<file path="config.mk">
export PLATFORM = sky130hd
export DESIGN_NAME = pll_startup_sequencer
export DESIGN_NICKNAME = d
export VERILOG_FILES = /design/src/rtl/pll_startup_sequencer.sv
export SDC_FILE = /design/constraint.sdc
export NUM_CORES = 1
export LEC_CHECK = 0
export BUFFER_PORTS_ARGS = -buffer_cell sky130_fd_sc_hd__clkbuf_2
export CORE_MARGIN = 3
export CORE_UTILIZATION = 32
export DETAILED_ROUTE_END_ITERATION = 7
export GPL_TIMING_DRIVEN = 0
export PLACE_DENSITY = 0.6
export SKIP_LAST_GASP = 1
export SLEW_MARGIN = 20
export SYNTH_ARGS = -nofsm -noshare
export SYNTH_HDL_FRONTEND = slang
export SYNTH_SLANG_ARGS = --single-unit
</file>
<file path="constraint.sdc">
create_clock -name clk40 -period 3.1 [get_ports clk40]
set_input_delay 0 -clock clk40 [delete_from_list [all_inputs] [get_ports clk40]]
set_output_delay 0 -clock clk40 [all_outputs]
set_load 0.005 [all_outputs]
</file>
<file path="src/rtl/pll_startup_sequencer.sv">
// pll_startup_sequencer: timed AFC reset/start/calibrate, then PLL enable and lock qualification with retries.
// Optional feature macro PLL_SEQ_RELOCK_EN: lock loss in LOCKED resequences instead of failing.
module pll_startup_sequencer #(
  parameter int RST_CYCLES  = 4000,
  parameter int START_DELAY = 5,
  parameter int START_PULSE = 50,
  parameter int TIMEOUT     = 4096,
  parameter int LOCK_QUAL   = 256,
  parameter int MAX_RETRY   = 3,
  parameter int CNT_W       = 16
) (
  input  logic       clk40,
  input  logic       rstn,
  input  logic       enable,
  input  logic       afc_bypass,
  input  logic [5:0] override_cap,
  input  logic       INSTLOCK_PLL,
  input  logic       toI2C_AFCbusy,
  input  logic [5:0] toI2C_AFCcalCap,
  output logic       toAFC_RST,
  output logic       toAFC_Start,
  output logic       toAFC_OverrideCtrl,
  output logic [5:0] toAFC_OverrideCtrl_val1,
  output logic       topll_ENABLEPLL,
  output logic       topll_overrideVc,
  output logic [2:0] state,
  output logic       locked,
  output logic       fail,
  output logic [1:0] retry_cnt,
  output logic [5:0] cal_cap
);
  typedef enum logic [2:0] {
    S_IDLE, S_AFC_RST, S_AFC_START, S_AFC_WAIT, S_PLL_EN, S_LOCK_WAIT, S_LOCKED, S_FAIL
  } state_t;
  state_t state_q, state_d;
  logic [CNT_W-1:0] timer_q, qual_q;
  logic lock_m_q, lock_s, busy_m_q, busy_s, busy_seen_q;
  logic retry, retry_last, cap_load;
  logic [5:0] cap_src;
  assign state      = state_q;
  assign retry_last = ({1'b0, retry_cnt} + 3'd1) == 3'(MAX_RETRY);
  assign cap_load   = state_d == S_PLL_EN && state_q != S_PLL_EN;
  assign cap_src    = state_q == S_AFC_RST ? override_cap : toI2C_AFCcalCap;
  always_comb begin
    state_d = state_q;
    retry   = 1'b0;
    case (state_q)
      S_IDLE:      state_d = enable ? S_AFC_RST : S_IDLE;
      S_AFC_RST:   if (timer_q == CNT_W'(RST_CYCLES + START_DELAY - 1))
                     state_d = afc_bypass ? S_PLL_EN : S_AFC_START;
      S_AFC_START: if (timer_q == CNT_W'(START_PULSE - 1)) state_d = S_AFC_WAIT;
      S_AFC_WAIT:  if (busy_seen_q && !busy_s) state_d = S_PLL_EN;
                   else retry = timer_q == CNT_W'(TIMEOUT - 1);
      S_PLL_EN:    state_d = S_LOCK_WAIT;
      S_LOCK_WAIT: if (qual_q >= CNT_W'(LOCK_QUAL)) state_d = S_LOCKED;
                   else retry = timer_q == CNT_W'(TIMEOUT - 1);
`ifdef PLL_SEQ_RELOCK_EN
      S_LOCKED:    retry = !lock_s;
`else
      S_LOCKED:    if (!lock_s) state_d = S_FAIL;
`endif
      S_FAIL:      state_d = S_FAIL;
    endcase
    if (retry) state_d = retry_last ? S_FAIL : S_AFC_RST;
    if (!enable) begin
      state_d = S_IDLE;
      retry   = 1'b0;
    end
  end
  // Outputs are registered from the next state, so they change on the same edge as the state.
  always_ff @(posedge clk40) begin
    if (!rstn) begin
      state_q                 <= S_IDLE;
      timer_q                 <= '0;
      qual_q                  <= '0;
      {lock_m_q, lock_s}      <= 2'b00;
      {busy_m_q, busy_s}      <= 2'b00;
      busy_seen_q             <= 1'b0;
      toAFC_RST               <= 1'b1;
      toAFC_Start             <= 1'b0;
      toAFC_OverrideCtrl      <= 1'b1;
      toAFC_OverrideCtrl_val1 <= 6'd0;
      topll_ENABLEPLL         <= 1'b0;
      topll_overrideVc        <= 1'b1;
      locked                  <= 1'b0;
      fail                    <= 1'b0;
      retry_cnt               <= 2'd0;
      cal_cap                 <= 6'd0;
    end else begin
      state_q                 <= state_d;
      {lock_m_q, lock_s}      <= {INSTLOCK_PLL, lock_m_q};
      {busy_m_q, busy_s}      <= {toI2C_AFCbusy, busy_m_q};
      timer_q                 <= (state_d != state_q || state_d inside {S_IDLE, S_LOCKED, S_FAIL}) ? '0 : timer_q + 1'b1;
      qual_q                  <= (state_q == S_LOCK_WAIT && state_d == S_LOCK_WAIT && lock_s) ? qual_q + 1'b1 : '0;
      busy_seen_q             <= (state_q inside {S_AFC_START, S_AFC_WAIT} && state_d inside {S_AFC_START, S_AFC_WAIT})
                                 ? busy_seen_q | busy_s : 1'b0;
      toAFC_RST               <= state_d inside {S_IDLE, S_FAIL} ||
                                 (state_d == S_AFC_RST && !(state_q == S_AFC_RST && timer_q >= CNT_W'(RST_CYCLES - 1)));
      toAFC_Start             <= state_d == S_AFC_START;
      toAFC_OverrideCtrl      <= !(state_d inside {S_AFC_START, S_AFC_WAIT});
      toAFC_OverrideCtrl_val1 <= cap_load ? cap_src : state_d inside {S_IDLE, S_AFC_RST} ? 6'd0 : toAFC_OverrideCtrl_val1;
      cal_cap                 <= cap_load ? cap_src : cal_cap;
      topll_ENABLEPLL         <= state_d inside {S_PLL_EN, S_LOCK_WAIT, S_LOCKED};
      topll_overrideVc        <= !(state_d inside {S_PLL_EN, S_LOCK_WAIT, S_LOCKED});
      locked                  <= state_d == S_LOCKED;
      fail                    <= state_d == S_FAIL;
      retry_cnt               <= (state_q == S_IDLE && state_d == S_AFC_RST) ? 2'd0 :
                                 retry ? (retry_last ? 2'(MAX_RETRY) : retry_cnt + 2'd1) : retry_cnt;
    end
  end
endmodule

</file>
# == Yosys cells after proc, flatten, opt, wreduce, memory -nomap -nowiden ==
# Cells that the tools add are included.
# word_totals
register_bits,61
wordCells,91
# op_classes
addsub,4
n_lt_le_gt_ge,2
n_eq_ne,20
muxes,18
n_bitwise,2
n_reduce_logical,27
# ops
operator,count
"16-bit by 1-bit adder with 16-bit output, second input constant",2
"16-bit by 12-bit equality test with 1-bit output, second input constant",2
3-bit two-way mux,9
"3-bit equality test, second input constant",8
3-bit one-hot mux with 8 select lines,1
6-bit two-way mux,3
"16-bit by 6-bit equality test with 1-bit output, second input constant",1
"16-bit by 12-bit >= comparator with 1-bit output, second input constant",1
"16-bit by 9-bit >= comparator with 1-bit output, second input constant",1
"3-bit by 2-bit equality test with 1-bit output, second input constant",5
2-bit nonzero test,5
1-bit logical AND,8
"3-bit by 1-bit equality test with 1-bit output, second input constant",2
3-bit logical NOT,2
3-bit nonzero test,2
1-bit logical NOT,4
2-bit AND reduction,2
2-bit OR reduction,2
"2-bit by 1-bit adder with 3-bit output, second input constant",1
1-bit two-way mux,3
3-bit != test,1
"3-bit != test, second input constant",1
"2-bit by 1-bit adder with 2-bit output, second input constant",1
1-bit logical OR,2
other kinds (4),4

# == Depth between registers and ports, before layout ==
# Gate-level depths: netlist of run 1.
# depth
word_depth,10
depth_mapped,11
mapped_depth_nobuf,9

# == Worst setup path before layout of run 1 ==
# Ideal clock, no wire load.
# synth_timing
path_type,register to register
startpoint,reg qual_q[10]
endpoint,reg timer_q[2]
arrival_ps,2445
t_required_ps,3038
setup_slack_ps,593
stages_incl_launch_ff,10
path_buffers,2
period_less_slack_ps,2507
cell_sequence,dfxtp_1 -> or4_4 -> nor3_4 -> o2111ai_2 -> o311a_2 -> o31a_1 -> or4_1 -> buf_6 -> buf_12 -> nor2_4
# synth_via
elab_chain_cells,9
word_cells_on_any_way,14
classes_between,order compare (1); eq/ne (3); mux (6); reduce/logical (4)
# synth_rtl
item,line,rtl
from (decl),36,"logic [CNT_W-1:0] timer_q, qual_q;"
from (signal assigned),94,qual_q <= (state_q == S_LOCK_WAIT && state_d == S_LOCK_WAIT && lock_s) ? qual_q + 1'b1 : '0;
16-bit by 9-bit >= comparator with 1-bit output (*),55,S_LOCK_WAIT: if (qual_q >= CNT_W'(LOCK_QUAL)) state_d = S_LOCKED;
3-bit two-way mux / 1-bit two-way mux (equally long branches),55,
3-bit one-hot mux with 8 select lines / 1-bit one-hot mux with 2 select lines (equally long branches),47,case (state_q)
3-bit two-way mux (*),64,if (retry) state_d = retry_last ? S_FAIL : S_AFC_RST;
3-bit two-way mux (*),65,if (!enable) begin
3-bit equality test / 3-bit logical NOT (equally long branches),93,"timer_q <= (state_d != state_q || state_d inside {S_IDLE, S_LOCKED, S_FAIL}) ? '0 : timer_q + 1'b1;"
3-bit nonzero test,93,
1-bit logical OR (*),93,
2-bit OR reduction (no source line) (*),--,
to (signal assigned),93,
to (decl),36,
# Every way passes the cells marked *; elsewhere a longest branch is shown, timed or not.
# A chain may end at the register's enable or synchronous reset.

# == Worst setup path after layout of run 1 ==
# layout_timing
startpoint,reg timer_q[0]
endpoint,reg toAFC_OverrideCtrl_val1[2]
# layout_via
elab_chain_cells,8
word_cells_on_any_way,18
classes_between,eq/ne (5); mux (9); reduce/logical (4)
# layout_rtl
item,line,rtl
"16-bit by 6-bit equality test with 1-bit output, or another cell as far along",51,S_AFC_START: if (timer_q == CNT_W'(START_PULSE - 1)) state_d = S_AFC_WAIT;
"3-bit two-way mux, or another cell as far along",51,
3-bit one-hot mux with 8 select lines / 1-bit one-hot mux with 2 select lines (equally long branches),47,
3-bit two-way mux (*),64,
3-bit two-way mux (*),65,
"3-bit by 1-bit equality test with 1-bit output, or another cell as far along",101,"toAFC_OverrideCtrl_val1 <= cap_load ? cap_src : state_d inside {S_IDLE, S_AFC_RST} ? 6'd0 : toAFC_OverrideCtrl ..."
2-bit nonzero test / 1-bit logical AND (equally long branches),"101, 42",
2-bit nonzero test (no source line) / 6-bit two-way mux (equally long branches),--,
to (signal assigned),101,
to (decl),23,"output logic [5:0] toAFC_OverrideCtrl_val1,"
# Marked as above.

==> results.md, run 1 <==
* DRC errors left at 0
* Tot GR Track Use at 12.82%
* Htree depth at 3
* Clock Tree Buf Depth at 2
* Die span in y at 97.37 um
* Site Rows at 32
* Root Driver: clkbuf_8
* Nature of the critical path startpoint: flop
* Post-layout min period at 2859 ps
* # Max-Cap Violations at 0
* Area grow syn2layout at 24.64%
* Clock Sinks at 61
* Most common cell after layout, fill and taps aside: dfxtp_1
* Clock latency on the worst-skew pair at 340 ps
* Commonest non-fill, non-tap cells in the layout: dfxtp_1, clkbuf_2, nor2_1, nand2_1, inv_1
* Gate Count Post-Synth at 283
* Flops & latches, synth at 61
* Final setup fails at 0
* Min-delay worst type: input pin to flop
* Initial antenna violation count at 0
* Worst-Margin Slew at 515.9 ps
* Ys flop type: dfxtp_1
* IO Count at 42
* Final antenna-violating net count at 0
* Hold Fails Final Rpt at 0
* VDD IR max at 0.0001665 V
* Crit Path Class: flop to flop
* Port bufs at 40
* Cts bufs inserted at 9
* Via count at 2224
* Maximum fanout along the worst path at 7
* Die area at 9480 um2
* DRT Pass-1 Iters at 4
* Rel. slew slack at 65.54%
* FMAX at 349.7 MHz
* Synth Area in Simple Gates at 25.67%
* Share of cells above drive strength 1 at 21.91%
* Core Box Area at 7928 um2
* Post-synthesis mux area share at 2.623%
* First-pass GRT wire length at 9749 um
* Global route overflow at 0
* Via/cell ratio at 4.856
* Clk slew on worst S/H paths at 70 ps
* Antenna Diode Count at 0
* Yosys warning total at 0
* Post-synthesis sequential area ratio at 45.71%
* Final #Nets at 375
* Async set-or-reset flop fraction in the synthesized netlist at 0%
* Final Max Tran Viols at 0
* Final Cycle Share at 92.24%
* Vias in the first global route at 2072
* Die W at 97.37 um
* Adder-Cell Fraction of Synth Area at 2.810%
* Fin Setup TNS at 0 ps
* Mean Syn Cell Area at 9.439 um2
* Critical path capture point type: flop
* Final Skew at 10.47 ps
* Worst Hold Slack at 7.987 ps
* Postcts setup bufs at 0
* Synth Area in Compound Gates at 12.13%
* Critical Path RT at 3320 ps
* WL/cell at 12.62 um
* Synth unique cells at 54
* WL final at 5780 um
* Post-DP HPWL at 4201 um
* Combinational family with the most area after synthesis: simple AND/OR/NAND/NOR gates
* Initial core utilization at 33.70%
* WP data arrival at 3080 ps
* Post-Synth XOR/XNOR Area at 6.557%
* Pin count of the biggest net entering global routing at 11
* Initial drt markers at 100
* Placer Congestion at 0.8636
* Post-synth EDFFs at 0
* Status: finished clean
* Unrepaired setup endpoints after global routing: false
* PD cells at 473.1 nW/um2
* Leak Pwr at 0.001305 uW
* Clock tree from TritonCTS: done
* Syn Std Cell Area at 2671 um2
layer usage:
metal	track usage [%]	wire, um	vias up
li1	-	-	1129
met1	15.72	2647	1016
met2	19.98	2681	58
met3	3.589	261	21
met4	7.561	189	0
met5	0	0	-
synth_stat cells (2+ instances only):
cell type  number  area (um2)
nand3_1        13       65.06
buf_2           2       10.01
nor2b_1         2       12.51
mux2i_1         7       70.07
nand4_1         7       43.79
a31oi_1         2       12.51
xor2_1         15       131.4
dfxtp_1        61        1221
nand2_1        25       93.84
a21oi_1         6       30.03
xnor2_1         5       43.79
and2_1          7       43.79
ha_1            6       75.07
or4_4           2       22.52
clkbuf_1        4       15.01
o2bb2ai_1       6       52.55
nor4_1          3       18.77
o21bai_1        2       15.01
nor3_1          7       35.03
and3_1          4       25.02
a211oi_1        2       15.01
nor2_2          4       25.02
nor2_1         27       101.4
o211ai_2        2       25.02
nand2b_1        3       18.77
nor2_4          7       78.83
o21ai_0         8       40.04
inv_1          16       60.06
or4_1           3       22.52
worst max-delay path, stage by stage, from the launching register on:
cell and delay [ps]:
dfxtp_1 420, ha_1 220, nand3_1 260, nor2_4 270, o2111a_1 350, o211ai_2 200, o41a_1 580, a21boi_1 250
o2bb2ai_1 190
power by group:
group          internal (uW)  total, uW  switching, uW  leakage (uW)
registers                794        798           4.71      0.000495
logic                   42.0       89.2           47.2      0.000713
clock network            391        688            297     0.0000964
total                   1230       1580            349       0.00130
kinds of logic (layout without fill, tap and decap cells):
| logic type | Yosys count | after routing |
|---|---|---|
| buffers and inverters | 24 | 91 |
| muxes | 7 | 7 |
| and+or+nand+nor | 122 | 122 |
| DFF | 61 | 61 |
| xor gates and xnor gates | 20 | 20 |
| adders and majority gates | 6 | 6 |
| AOI/OAI and AO/OA | 42 | 42 |
| other | 1 | 7 |
final timing paths:
kind	startpoint	end	slack (ps)	cells past startpoint
setup / recovery	timer_q[0]	toAFC_OverrideCtrl_val1[2]	240	8
hold reg to reg	busy_m_q	busy_s	450	1
setup reg to reg	timer_q[0]	toAFC_OverrideCtrl_val1[2]	240	8
hold / removal	override_cap[1]	cal_cap[1]	8	3
final cells by class:
class | instances | area (um2)
multi-input combinational | 204 | 1361
inverter | 16 | 60.06
tap | 102 | 127.6
sequential | 61 | 1221
fill | 788 | 4598
buffer | 8 | 56.30
clock buffer | 12 | 145.1
clock inverter | 4 | 47.55
timing repair buffer | 51 | 310.3
state kept, by name, indices dropped and copies added (netlist names):
signal / cells
busy_m_q: 1
toAFC_RST: 1
busy_seen_q: 1
qual_q: 16
locked: 1
cal_cap: 6
timer_q: 16
state: 3
retry_cnt: 2
topll_overrideVc: 1
lock_s: 1
toAFC_Start: 1
topll_ENABLEPLL: 1
lock_m_q: 1
toAFC_OverrideCtrl_val1: 6
busy_s: 1
fail: 1
toAFC_OverrideCtrl: 1
per-stage QoR:
step / utilization [%] / cells / instance area [um2] / setup slack (ps) / power (uW)
global route: 42.00 / 458 / 3329 / 32.59 / 1638
finish: 42.00 / 458 / 3329 / 240.5 / 1575
detailed placement: 38.12 / 431 / 3022 / 181.5 / 890.5
CTS: 41.94 / 458 / 3324 / 175.0 / 1594
floorplan: - / 289 / 2694 / 592.7 / 863.2
global placement: 38.12 / 431 / 3022 / 189.4 / 888.8
what timing repair did:
| item | 4_1_cts | 5_1_grt |
|---|---|---|
| resized for setup | 0 | 2 |
| setup endpoints to repair | 0 | 6 |
| hold buffers | 11 | 0 |
| endpoints found under the hold margin | 12 | 0 |
(Power assumes the default switching activity.)
==> run 2, diff against run 1 <==
--- a/config.mk
+++ b/config.mk
@@ -6,11 +6,13 @@
 export NUM_CORES = 1
 export LEC_CHECK = 0
 export BUFFER_PORTS_ARGS = -buffer_cell sky130_fd_sc_hd__clkbuf_2
+export CELL_PAD_IN_SITES_DETAIL_PLACEMENT = 0
+export CELL_PAD_IN_SITES_GLOBAL_PLACEMENT = 1
 export CORE_MARGIN = 3
 export CORE_UTILIZATION = 32
 export DETAILED_ROUTE_END_ITERATION = 7
 export GPL_TIMING_DRIVEN = 0
-export PLACE_DENSITY = 0.6
+export PLACE_DENSITY = 0.72
 export SKIP_LAST_GASP = 1
 export SLEW_MARGIN = 20
 export SYNTH_ARGS = -nofsm -noshare
==> results.md, run 2 (synthesized netlist as in run 1, its figures left out) <==
* WL/cell at 12.79 um (was 12.62 um)
* Site Rows at 32 (unchanged)
* Vias in the first global route at 2126 (was 2072)
* Placer Congestion at 0.8182 (was 0.8636)
* Final Skew at 5.970 ps (was 10.47 ps)
* Crit Path Class: flop to flop (unchanged)
* Critical path capture point type: flop (unchanged)
* Global route overflow at 0 (unchanged)
* Core Box Area at 7928 um2 (unchanged)
* Clock Sinks at 61 (unchanged)
* Register area at 1221 um2 (unchanged)
* Cts bufs inserted at 9 (unchanged)
* Final Cycle Share at 93.28% (was 92.24%)
* Unrepaired setup endpoints after global routing: true (was false)
* Pin count of the biggest net entering global routing at 11 (unchanged)
* Final Max Tran Viols at 0 (unchanged)
* Final antenna-violating net count at 0 (unchanged)
* Min setup slack post-route at 208.2 ps (was 240.5 ps)
* Hold Fails Final Rpt at 0 (unchanged)
* Status: finished clean (unchanged)
* Via/cell ratio at 4.667 (was 4.856)
* Port bufs at 40 (unchanged)
* DRT Pass-1 Iters at 4 (unchanged)
* First-pass GRT wire length at 10170 um (was 9749 um)
* Maximum fanout along the worst path at 7 (unchanged)
* Post-DP HPWL at 4248 um (was 4201 um)
* VDD IR max at 0.0001578 V (was 0.0001665 V)
* Critical Path RT at 3310 ps (was 3320 ps)
* Critical path's largest stage delay at 590 ps (was 580 ps)
* Postcts setup bufs at 0 (unchanged)
* IO Count at 42 (unchanged)
* Initial drt markers at 99 (was 100)
* Final setup fails at 0 (unchanged)
* Post-Place Cells at 431 (unchanged)
* Most common cell after layout, fill and taps aside: dfxtp_1 (unchanged)
* Htree depth at 3 (unchanged)
* Crit-path slowest cell: o41a_1 (unchanged)
* Clock Tree Buf Depth at 2 (unchanged)
* Leak Pwr at 0.001326 uW (was 0.001305 uW)
* # Max-Cap Violations at 0 (unchanged)
* Root Driver: clkbuf_8 (unchanged)
* Clock tree from TritonCTS: done (unchanged)
* PD cells at 456.7 nW/um2 (was 473.1 nW/um2)
* FMAX at 345.8 MHz (was 349.7 MHz)
* Area grow syn2layout at 26.32% (was 24.64%)
* Crit-path cells: ha_1 -> nand3_1 -> nor2_4 -> o2111a_1 -> o211ai_2 -> o41a_1 -> a21boi_2 -> o2bb2ai_1 (was ha_1 -> nand3_1 -> nor2_4 -> o2111a_1 -> o211ai_2 -> o41a_1 -> a21boi_1 -> o2bb2ai_1)
* Commonest non-fill, non-tap cells in the layout: dfxtp_1, clkbuf_2, nor2_1, nand2_1, inv_1 (unchanged)
* Worst-Margin Slew at 598.1 ps (was 515.9 ps)
* Antenna Diode Count at 0 (unchanged)
* Nature of the critical path startpoint: flop (unchanged)
* WL final at 5911 um (was 5780 um)
* Clk slew on worst S/H paths at 60 ps (was 70 ps)
* Final-layout fill cell count at 794 (was 788)
* Initial core utilization at 33.70% (unchanged)
* Via count at 2156 (was 2224)
* Die span in y at 97.37 um (unchanged)
* Core Util, Final at 42.57% (was 42.00%)
* R2R setup slack at 210 ps (was 240 ps)
* Post-layout min period at 2892 ps (was 2859 ps)
* Initial antenna violation count at 0 (unchanged)
* Die W at 97.37 um (unchanged)
* Share of cells above drive strength 1 at 22.50% (was 21.91%)
* Leading registers by flop count: qual_q x16, timer_q x16 (unchanged)
* Finished Layout Cells at 462 (was 458)
* Clock latency on the worst-skew pair at 330 ps (was 340 ps)
* DRC errors left at 0 (unchanged)
* Min-delay worst type: input pin to flop (unchanged)
* Multi-input logic area at 1371 um2 (was 1361 um2)
* WP data arrival at 3100 ps (was 3080 ps)
* Die area at 9480 um2 (unchanged)
* Tot GR Track Use at 13.26% (was 12.82%)
* Rel. slew slack at 59.82% (was 65.54%)
* Final #Nets at 379 (was 375)
* Dpl ws at 152.6 ps (was 181.5 ps)
-- run 2: cell types whose count changed in the layout (fill, tap and decap cells not counted) --
cell | before | now
clkbuf_8 | 10 | 12
dlygate4sd3_1 | 11 | 15
bufinv_16 | 1 | 0
a21boi_2 | 0 | 1
clkinvlp_4 | 1 | 0
clkinv_4 | 0 | 1
clkbuf_1 | 6 | 5
nor4b_1 | 1 | 0
a21boi_1 | 1 | 0
nor4b_2 | 0 | 1
-- run 2: final cells by class --
type / instances / share of cell area (%)
multi-input cells: 204 / 40.64
flip-flops and latches: 61 / 36.19
repair buffers: 55 / 10.38
clock buffers: 13 / 5.006
well taps: 102 / 3.782
inverters: 16 / 1.780
plain buffers: 8 / 1.669
clock inverters: 3 / 0.5562
-- run 2: stage by stage --
stage	power, uW	hold slack (ps)	setup TNS, ps	instance area (um2)
4_1_cts	1559	31.56	0	3359
3_5_place_dp	890.4	218.5	0	3022
3_3_place_gp	889.6	219.6	0	3022
5_1_grt	1606	50.26	-19.58	3374
2_1_floorplan	863.2	115.6	0	2694
6_report	1541	42.05	0	3374
-- run 2: repair_timing --
action	CTS	global route
hold buffers	15	0
resized for setup	0	4
hold endpoints to repair	13	0
setup endpoints to repair	0	12
-- run 2: power breakdown --
group / switching (uW) / internal (uW) / total [uW]
logic: 48.4 / 46.5 / 94.9
clock network: 293 / 355 / 648
registers: 4.56 / 794 / 798
-- run 2: worst paths after layout --
path / startpoint / end / cells after the start
worst min register to register: busy_m_q / busy_s / 1
worst max register to register: timer_q[0] / toAFC_OverrideCtrl_val1[5] / 8
worst min-delay path: rstn / busy_m_q / 2
worst max-delay path: timer_q[0] / toAFC_OverrideCtrl_val1[5] / 8
-- run 2: per-layer routing --
layer | track usage [%] | share of wire [%] | vias to the layer above
met5 | 0 | 0 | -
met4 | 4.792 | 1.4 | 0
met3 | 3.877 | 3.7 | 6
met2 | 21.14 | 47 | 39
met1 | 17.01 | 48 | 981
li1 | - | - | 1130
-- run 2: critical path: cells and delay by family, from the launching register on --
family                   cells  cell delay [ps]
flip-flops                   1              410
AND/OR/NAND/NOR              2              570
AO/OA/AOI/OAI                5             1560
adder cells (fa/ha/maj)      1              220
